[config.mk]
export PLATFORM = sky130hd
export DESIGN_NAME = vga_sprite_engine
export DESIGN_NICKNAME = d
export VERILOG_FILES = /design/src/rtl/vga_pkg.sv /design/src/rtl/vga_timing_gen.sv /design/src/rtl/vga_sprite_engine.sv
export SDC_FILE = /design/constraint.sdc
export NUM_CORES = 1
export LEC_CHECK = 0
export CAP_MARGIN = 0
export CORE_ASPECT_RATIO = 0.8
export CORE_UTILIZATION = 65
export DETAILED_ROUTE_END_ITERATION = 12
export DONT_BUFFER_PORTS = 1
export GPL_TIMING_DRIVEN = 0
export HOLD_SLACK_MARGIN = 0.03
export PLACE_DENSITY_LB_ADDON = 0.1
export SYNTH_ARGS = -nofsm -noshare
export SYNTH_HDL_FRONTEND = slang
export SYNTH_SLANG_ARGS = --single-unit
[constraint.sdc]
create_clock -name clock -period 5.71 [get_ports clock]
set_input_delay 1.713 -clock clock [delete_from_list [all_inputs] [get_ports clock]]
set_output_delay 1.713 -clock clock [all_outputs]
set_load 0.01 [all_outputs]
[src/rtl/vga_pkg.sv]
// Shared VGA definitions: the 640x480@60 timing set, the 12-bit colour type
// and the frame-total helper used to size the raster counters.
package vga_pkg;

  localparam int VGA_H_ACTIVE = 640;
  localparam int VGA_H_FP     = 16;
  localparam int VGA_H_SYNC   = 96;
  localparam int VGA_H_BP     = 48;
  localparam int VGA_V_ACTIVE = 480;
  localparam int VGA_V_FP     = 10;
  localparam int VGA_V_SYNC   = 2;
  localparam int VGA_V_BP     = 33;

  typedef struct packed {
    logic [3:0] r;
    logic [3:0] g;
    logic [3:0] b;
  } rgb444_t;

  function automatic int vga_total(input int active, input int fp, input int sync, input int bp);
    return active + fp + sync + bp;
  endfunction

endpackage

[src/rtl/vga_timing_gen.sv]
// Pixel-rate enable divider plus h/v raster counters; all decodes are taken
// from the pre-increment counters so the top can register them on the tick.
module vga_timing_gen
  import vga_pkg::*;
#(
  parameter int H_ACTIVE = VGA_H_ACTIVE,
  parameter int H_FP     = VGA_H_FP,
  parameter int H_SYNC   = VGA_H_SYNC,
  parameter int H_BP     = VGA_H_BP,
  parameter int V_ACTIVE = VGA_V_ACTIVE,
  parameter int V_FP     = VGA_V_FP,
  parameter int V_SYNC   = VGA_V_SYNC,
  parameter int V_BP     = VGA_V_BP,
  parameter int CLK_DIV  = 2,
  localparam int H_TOTAL = vga_total(H_ACTIVE, H_FP, H_SYNC, H_BP),
  localparam int V_TOTAL = vga_total(V_ACTIVE, V_FP, V_SYNC, V_BP),
  localparam int XW      = $clog2(H_TOTAL),
  localparam int YW      = $clog2(V_TOTAL)
) (
  input  logic          clock,
  input  logic          reset,
  output logic          o_tick,
  output logic [XW-1:0] o_h,
  output logic [YW-1:0] o_v,
  output logic          o_hsync_act,
  output logic          o_vsync_act,
  output logic          o_active,
  output logic          o_frame_tick
);

  localparam int DW = (CLK_DIV > 1) ? $clog2(CLK_DIV) : 1;

  if (CLK_DIV < 1 || H_ACTIVE < 1 || H_FP < 1 || H_SYNC < 1 || H_BP < 1 ||
      V_ACTIVE < 1 || V_FP < 1 || V_SYNC < 1 || V_BP < 1) begin : g_bad_timing
    $error("vga_timing_gen: timing parameters and CLK_DIV must all be >= 1");
  end

  logic [DW-1:0] r_div;
  logic [XW-1:0] r_h;
  logic [YW-1:0] r_v;
  logic          w_tick;

  assign w_tick = (r_div == DW'(CLK_DIV - 1));

  // The divider restarts at 0, so the first tick lands on the CLK_DIV-th clock out of reset.
  always_ff @(posedge clock) begin
    if (reset) begin
      r_div <= '0;
      r_h   <= '0;
      r_v   <= '0;
    end else begin
      r_div <= w_tick ? '0 : r_div + 1'b1;
      if (w_tick) begin
        if (r_h == XW'(H_TOTAL - 1)) begin
          r_h <= '0;
          r_v <= (r_v == YW'(V_TOTAL - 1)) ? '0 : r_v + 1'b1;
        end else begin
          r_h <= r_h + 1'b1;
        end
      end
    end
  end

  assign o_tick       = w_tick;
  assign o_h          = r_h;
  assign o_v          = r_v;
  assign o_hsync_act  = (r_h >= XW'(H_ACTIVE + H_FP)) && (r_h < XW'(H_ACTIVE + H_FP + H_SYNC));
  assign o_vsync_act  = (r_v >= YW'(V_ACTIVE + V_FP)) && (r_v < YW'(V_ACTIVE + V_FP + V_SYNC));
  assign o_active     = (r_h < XW'(H_ACTIVE)) && (r_v < YW'(V_ACTIVE));
  assign o_frame_tick = w_tick && (r_h == XW'(H_TOTAL - 1)) && (r_v == YW'(V_ACTIVE - 1));

endmodule

[src/rtl/vga_sprite_engine.sv]
// VGA raster generator with an N-sprite solid-square overlay; sprite state is
// shadowed at the start of vertical blanking so a frame never tears.
module vga_sprite_engine
  import vga_pkg::*;
#(
  parameter int H_ACTIVE    = VGA_H_ACTIVE,
  parameter int H_FP        = VGA_H_FP,
  parameter int H_SYNC      = VGA_H_SYNC,
  parameter int H_BP        = VGA_H_BP,
  parameter int V_ACTIVE    = VGA_V_ACTIVE,
  parameter int V_FP        = VGA_V_FP,
  parameter int V_SYNC      = VGA_V_SYNC,
  parameter int V_BP        = VGA_V_BP,
  parameter bit SYNC_POL    = 1'b0,
  parameter int CLK_DIV     = 2,
  parameter int NUM_SPRITES = 4,
  parameter int SPRITE_SIZE = 8,
  localparam int H_TOTAL    = vga_total(H_ACTIVE, H_FP, H_SYNC, H_BP),
  localparam int V_TOTAL    = vga_total(V_ACTIVE, V_FP, V_SYNC, V_BP),
  localparam int XW         = $clog2(H_TOTAL),
  localparam int YW         = $clog2(V_TOTAL)
) (
  input  logic                      clock,
  input  logic                      reset,
  input  logic [NUM_SPRITES*XW-1:0] sprite_x,
  input  logic [NUM_SPRITES*YW-1:0] sprite_y,
  input  logic [NUM_SPRITES*12-1:0] sprite_color,
  input  logic [NUM_SPRITES-1:0]    sprite_en,
  input  logic [11:0]               bg_color,
  output logic                      o_hsync,
  output logic                      o_vsync,
  output logic [3:0]                o_red,
  output logic [3:0]                o_green,
  output logic [3:0]                o_blue,
  output logic                      o_active,
  output logic [XW-1:0]             o_pix_x,
  output logic [YW-1:0]             o_pix_y,
  output logic                      o_frame_start
);

  if (NUM_SPRITES < 1 || NUM_SPRITES > 8 || SPRITE_SIZE < 1) begin : g_bad_sprites
    $error("vga_sprite_engine: NUM_SPRITES must be 1..8 and SPRITE_SIZE >= 1");
  end

  logic                      w_tick;
  logic [XW-1:0]             w_h;
  logic [YW-1:0]             w_v;
  logic                      w_hsync_act;
  logic                      w_vsync_act;
  logic                      w_active;
  logic                      w_frame_tick;
  logic [NUM_SPRITES-1:0]    w_hit;
  rgb444_t                   w_pix;

  logic [NUM_SPRITES*XW-1:0] r_x_s;
  logic [NUM_SPRITES*YW-1:0] r_y_s;
  logic [NUM_SPRITES*12-1:0] r_color_s;
  logic [NUM_SPRITES-1:0]    r_en_s;
  logic                      r_hsync;
  logic                      r_vsync;
  rgb444_t                   r_rgb;
  logic                      r_active;
  logic [XW-1:0]             r_pix_x;
  logic [YW-1:0]             r_pix_y;
  logic                      r_frame_start;

  vga_timing_gen #(
    .H_ACTIVE (H_ACTIVE),
    .H_FP     (H_FP),
    .H_SYNC   (H_SYNC),
    .H_BP     (H_BP),
    .V_ACTIVE (V_ACTIVE),
    .V_FP     (V_FP),
    .V_SYNC   (V_SYNC),
    .V_BP     (V_BP),
    .CLK_DIV  (CLK_DIV)
  ) u_timing (
    .clock        (clock),
    .reset        (reset),
    .o_tick       (w_tick),
    .o_h          (w_h),
    .o_v          (w_v),
    .o_hsync_act  (w_hsync_act),
    .o_vsync_act  (w_vsync_act),
    .o_active     (w_active),
    .o_frame_tick (w_frame_tick)
  );

  // Upper bounds are formed one bit wider so a sprite near the edge cannot wrap.
  for (genvar i = 0; i < NUM_SPRITES; i++) begin : g_hit
    logic [XW-1:0] w_sx;
    logic [YW-1:0] w_sy;
    assign w_sx     = r_x_s[i*XW +: XW];
    assign w_sy     = r_y_s[i*YW +: YW];
    assign w_hit[i] = r_en_s[i] &&
                      (w_h >= w_sx) && ({1'b0, w_h} < {1'b0, w_sx} + (XW+1)'(SPRITE_SIZE)) &&
                      (w_v >= w_sy) && ({1'b0, w_v} < {1'b0, w_sy} + (YW+1)'(SPRITE_SIZE));
  end

  always_comb begin
    w_pix = rgb444_t'(bg_color);
    for (int i = NUM_SPRITES - 1; i >= 0; i--) begin
      if (w_hit[i]) w_pix = rgb444_t'(r_color_s[i*12 +: 12]);
    end
  end

  // The frame-start pulse is cleared on the following clock so it stays one clock wide.
  always_ff @(posedge clock) begin
    if (reset) begin
      r_x_s         <= '0;
      r_y_s         <= '0;
      r_color_s     <= '0;
      r_en_s        <= '0;
      r_hsync       <= ~SYNC_POL;
      r_vsync       <= ~SYNC_POL;
      r_rgb         <= '0;
      r_active      <= 1'b0;
      r_pix_x       <= '0;
      r_pix_y       <= '0;
      r_frame_start <= 1'b0;
    end else begin
      r_frame_start <= w_frame_tick;
      if (w_tick) begin
        r_hsync  <= w_hsync_act ? SYNC_POL : ~SYNC_POL;
        r_vsync  <= w_vsync_act ? SYNC_POL : ~SYNC_POL;
        r_active <= w_active;
        r_pix_x  <= w_h;
        r_pix_y  <= w_v;
        r_rgb    <= w_active ? w_pix : '0;
        if (w_frame_tick) begin
          r_x_s     <= sprite_x;
          r_y_s     <= sprite_y;
          r_color_s <= sprite_color;
          r_en_s    <= sprite_en;
        end
      end
    end
  end

  assign o_hsync       = r_hsync;
  assign o_vsync       = r_vsync;
  assign o_red         = r_rgb.r;
  assign o_green       = r_rgb.g;
  assign o_blue        = r_rgb.b;
  assign o_active      = r_active;
  assign o_pix_x       = r_pix_x;
  assign o_pix_y       = r_pix_y;
  assign o_frame_start = r_frame_start;

endmodule

======== Word-level counts from Yosys, hierarchy flattened ========
Index checks and enable logic that the tools add are counted.
word-level totals
  bits in registers ....................... 189
  bits of input ports ..................... 146
  output and inout port bits .............. 36
  word-level logic and storage cells ...... 85
operators by class
  add/sub/neg operators ................... 11
  $lt $le $gt $ge ......................... 22
  equal/unequal tests ..................... 3
  muxes and demuxes ....................... 9
  reductions and logical operators ........ 24
operator list
  kind                   count
  $add 10x4->11 const B  8
  $lt 10x11->1           8
  $ge 10x10->1           8
  $mux 12                5
  $logic_and 1x1->1      21
  $add 10x1->10 const B  2
  $eq 10x10->1 const B   2
  $lt 10x10->1 const B   2
  $lt 10x9->1 const B    2
  $mux 10                2
  $eq 10x9->1 const B    1
  $ge 10x10->1 const B   1
  $ge 10x9->1 const B    1
  $reduce_and 2->1       2
  $mux 1                 2
  $reduce_or 2->1        1
  $add 1x1->1 const B    1

======== Logic depth before layout (Yosys ltp) ========
  word-level depth ........................ 10
  mapped depth ............................ 15
  gate-level depth less buffers ........... 13

======== Hierarchy ========
A second synthesis with hierarchy kept.
unflattened totals
  cells, all modules ...................... 1421
  area, all modules ....................... 11394.7 sq um
modules (own cells, without submodules)
  module             instances  cells an instance  area each (sq um)  sequential area each (sq um)
  vga_sprite_engine  1          1286               10273.6            3363.2
  vga_timing_gen     1          135                1121.1             420.4

======== Least setup slack after synthesis ========
Ideal clock, no wire load.
  kind .................................... register -> register
  start ................................... register r_y_s[33]
  end ..................................... register r_rgb (netlist bit o_blue[0])
  setup time .............................. 117 ps
  data arrival time ....................... 2855 ps
  data required time ...................... 5593 ps
  slack ................................... 2738 ps
  stages on the path, launching flop included .. 15
  path buffers ............................ 1
  clock period less this slack ............ 2972 ps
  cell sequence ........................... dfxtp_1 -> ha_1 -> nand2_1 -> or3_1 -> xnor2_1 -> ha_1 -> o21a_1 -> o32ai_2 -> nor2_1 -> a2111oi_2 -> nand4_2 -> buf_6 -> mux2i_1 -> nand3_1 -> a32o_1
on the way
  word-level cells in the longest chain between the ends .. 8
  elaborated cells on any way between the ends .. 10
  classes of those cells .................. add/sub (1); order compare (2); mux (5); reduce/logical (2)
ends and longest elaborated chain
  what                                               RTL line                                          RTL
  start, declared                                    vga_sprite_engine.sv:56                           logic [NUM_SPRITES*YW-1:0] r_y_s;
  start signal, assigned                             vga_sprite_engine.sv:132                          r_y_s <= sprite_y;
  $add 10x4->11 or $ge 10x10->1 (tied branches)      vga_sprite_engine.sv:97                           (w_v >= w_sy) && ({1'b0, w_v} < {1'b0, w_sy} + (YW+1)'(SPRITE_SIZE));
  $lt 10x11->1 or $logic_and 1x1->1 (tied branches)  vga_sprite_engine.sv:97, vga_sprite_engine.sv:96
  $logic_and 1x1->1 (*)                              vga_sprite_engine.sv:97
  $mux 12 (*) (4 in series)                          vga_sprite_engine.sv:103                          if (w_hit[i]) w_pix = rgb444_t'(r_color_s[i*12 +: 12]);
  $mux 12 (*)                                        vga_sprite_engine.sv:129                          r_rgb <= w_active ? w_pix : '0;
  end signal, assigned                               vga_sprite_engine.sv:129
  end, declared                                      vga_sprite_engine.sv:61                           rgb444_t r_rgb;
Mark *: on every way between the ends. The rest lies on a longest branch, timed or not.
A chain may end at the register's enable or synchronous reset.

======== Worst setup path in the final report ========
  start ................................... register r_y_s[33]
  end ..................................... register r_rgb (netlist bit o_green[2])
Same word-level chain as after synthesis.

==> flow_metrics.env <==
export IMPL_gr_usage_all_layers_pct=33.4
export IMPL_post_cts_repair_setup_buffers=0
export IMPL_start_util_pct=67.3
export IMPL_multi_input_area_sq_um=6780
export IMPL_layout_common_cells="nand2_1 (297), dfxtp_1 (189), a21oi_1 (180)"
export IMPL_syn_num_nets=1701
export IMPL_drc=0
export IMPL_ys_ff_latch=189
export IMPL_crit_type="flop to flop"
export IMPL_cts_buffer_depth=2
export IMPL_maxSlewViolCount=0
export IMPL_diodes=0
export IMPL_die_y_microns=120
export IMPL_dr_pass1_iters=5
export IMPL_synth_simple_area_share_pct=20.0
export IMPL_syn_cell_area_sq_um=11200
export IMPL_vdd_drop_max_v=0.000166
export IMPL_fillCellCount=1326
export IMPL_hold_depth=2
export IMPL_worst_pin_slew_ps=885
export IMPL_min_to="r_y_s[21]$_SDFFE_PP0P_"
export IMPL_die_w_microns=149
export IMPL_grt_overflow=0
export IMPL_cts_repair_resized=0
export IMPL_drive_gt1_share_pct=5.07
export IMPL_synthXorXnorAreaFrac_pct=4.28
export IMPL_synthFlopType="dfxtp_1"
export IMPL_hold_viol=0
export IMPL_drt_initial_drc_count=641
export IMPL_final_common_cell="nand2_1"
export IMPL_synth_compound_area_share_pct=16.6
export IMPL_ys_types=62
export IMPL_p_leak_nw=4.63
export IMPL_setup_ws_ps=1960
export IMPL_cp_required_ps=6070
export IMPL_area_delta_synth_final_pct=8.05
export IMPL_insertion_delay_ps=460
export IMPL_synth_fa_ha_area_share_pct=16.5
export IMPL_worstSetupStartpointType="flop"
export IMPL_hold_buffers=0
export IMPL_antenna_left=0
export IMPL_h_tree_depth=4
export IMPL_async_flop_share_pct=0
export IMPL_grt_max_degree=23
export IMPL_cts_tree="done"
export IMPL_synth_warning_count=0
export IMPL_dp_hpwl_microns=21800
export IMPL_fin_setup_tns_ps=0
export IMPL_relSlewSlack_pct=41.0
export IMPL_regToRegSetupSlack_ps=1960
export IMPL_finalWirelength_microns=29300
export IMPL_die_area_sq_um=17800
export IMPL_ios=182
export IMPL_power_density_nw_per_um2=219
export IMPL_num_rows=42
export IMPL_clock_sinks=189
export IMPL_setup_viol=0
export IMPL_worstPathMaxFanout=10
export IMPL_seq_area_frac_synth_pct=33.6
export IMPL_num_vias=9916
export IMPL_coreArea_sq_um=16700
export IMPL_r2r_end="o_green[2]$_SDFFE_PP0P_"
export IMPL_maxCapViolations=0
export IMPL_grt_setup_unrepaired="false"
export IMPL_cts_root_buffer="clkbuf_16"
export IMPL_arrival_ps=4110
export IMPL_gp_congestion=0.905
export IMPL_synthCells=1407
export IMPL_routedWlPerCell_microns=17.6
export IMPL_synth_edf_count=0
export IMPL_dp_slack_ps=2080
export IMPL_synthMuxAreaShare_pct=2.94
export IMPL_synth_top_family_by_area="simple AND/OR/NAND/NOR gates"
export IMPL_vias_per_cell=5.98
export IMPL_grt_antenna_before_repair=0
export IMPL_grt_pass1_wl_microns=46400
export IMPL_min_delay_start="r_y_s[21]$_SDFFE_PP0P_"
export IMPL_status="finished, final reports clean"
export IMPL_worst_r2r_path_depth=14
export IMPL_hp_class="flop to flop"
export IMPL_final_nets=1720
export IMPL_fin_skew_ps=20.2
export IMPL_r2r_start="r_y_s[33]$_SDFFE_PP0P_"
export IMPL_cts_made_buffers=17
export IMPL_max_freq_mhz=266
export IMPL_cp_end_kind="flop"
export IMPL_period_needed_ps=3750
export IMPL_grt_pass1_vias=9234
export IMPL_critPathLaunch="r_y_s[33]$_SDFFE_PP0P_"
export IMPL_seq_area_sq_um=3780
export IMPL_synth_area_per_cell_sq_um=7.99
export IMPL_post_route_period_util_pct=65.7
export IMPL_path_clk_slew_ps=90
export IMPL_portBuffers=0
==> cell type report <==
| cell class | instances | share of cell area [%] |
|---|---|---|
| multi-input cells | 1063 | 55.8 |
| flip-flops and latches | 189 | 31.1 |
| clock buffers | 17 | 3.50 |
| plain buffers | 67 | 2.90 |
| inverters | 88 | 2.72 |
| well taps | 220 | 2.26 |
| clock inverters | 15 | 1.69 |
==> flip-flops by register name, summed over array words and instances, names as in the netlist <==
signal	flops
o_red	4
u_timing.o_h	10
r_y_s	40
u_timing.o_tick	1
o_blue	4
r_en_s	4
o_green	4
r_color_s	48
u_timing.o_v	10
r_x_s	40
o_hsync	1
o_pix_x	10
o_active	1
o_pix_y	10
o_vsync	1
o_frame_start	1
==> worst max-delay path by stage <==
stage | to | slack, ps
3_3_place_gp | o_green[2]$_SDFFE_PP0P_ | 2100
4_1_cts | o_green[2]$_SDFFE_PP0P_ | 2050
3_5_place_dp | o_green[2]$_SDFFE_PP0P_ | 2080
5_1_grt | o_green[2]$_SDFFE_PP0P_ | 1830
6_report | o_green[2]$_SDFFE_PP0P_ | 1960
2_1_floorplan | o_blue[0]$_SDFFE_PP0P_ | 2740
==> kinds of logic (layout without fill, tap and decap cells) <==
logic type      count (synthesis)  in the layout
mux                            33             33
xor+xnor                       55             55
buf+inv                       155            187
compound gates                311            311
flops                         189            189
fa+ha+maj                     148            148
simple gates                  516            516
==> Yosys cell counts, drive strengths merged (3+ instances only) <==
cell type  instances  area [sq um]
inv               88           330
a21oi            180           901
nor2b             10          62.6
ha               148          1850
a21o               9          67.6
and3              10          62.6
nand3             47           240
buf               27           203
nand2b             7          43.8
nand2            297          1110
a211o              5          43.8
dfxtp            189          3780
a211oi            10          75.1
nor3              17          85.1
o221ai             4          35.0
and2               4          25.0
nor4               4          31.3
o21ai             48           240
mux2i             33           330
o21a               9          67.6
a2111oi            6          77.6
xor2              12           105
o211ai             7          52.6
clkbuf            40           150
xnor2             43           377
or2                3          18.8
nand4             14          93.8
a41oi              3          26.3
a32o              12           120
nor2              78           295
or3               15          93.8
==> per-layer routing <==
layer / part of all wire [%] / vias to the layer above / GRT usage (%) / wire length [microns]
li1: - / 4895 / - / -
met5: 0 / - / 0 / 0
met2: 44 / 367 / 52.3 / 13000
met4: 2.5 / 0 / 12.7 / 734
met3: 7.6 / 56 / 6.31 / 2240
met1: 45 / 4598 / 45.3 / 13300
==> critical path: stages (launching register included) <==
cell and delay [ps]:
dfxtp_1 450, ha_1 260, nand2_1 60, or3_1 360
xnor2_1 160, ha_1 250, o21a_1 120, o32ai_2 140
nor2_1 90, a2111oi_2 590, nand4_2 290, buf_6 240
mux2i_1 230, nand3_1 160, a32o_1 250
==> stage by stage <==
| stage | hold slack (ps) | utilization [%] | std cells | area, sq um | total power [mW] |
|---|---|---|---|---|---|
| floorplan | 432 | - | 1407 | 11200 | 1.42 |
| global placement | 441 | 69.0 | 1627 | 11500 | 1.45 |
| detailed placement | 444 | 69.0 | 1627 | 11500 | 1.45 |
| CTS | 455 | 72.7 | 1659 | 12200 | 2.67 |
| global route | 476 | 72.7 | 1659 | 12200 | 2.75 |
| finish | 454 | 72.7 | 1659 | 12200 | 2.67 |
==> power by group <==
group          total, mW  switching, mW  internal [mW]  leakage, nW
sequential          1.34         0.0133           1.32         1.52
combinational     0.0843         0.0558         0.0285         2.81
clock               1.24          0.637          0.607        0.300
total               2.67          0.706           1.96         4.63
Note: power is estimated with default switching activity, not from simulation.
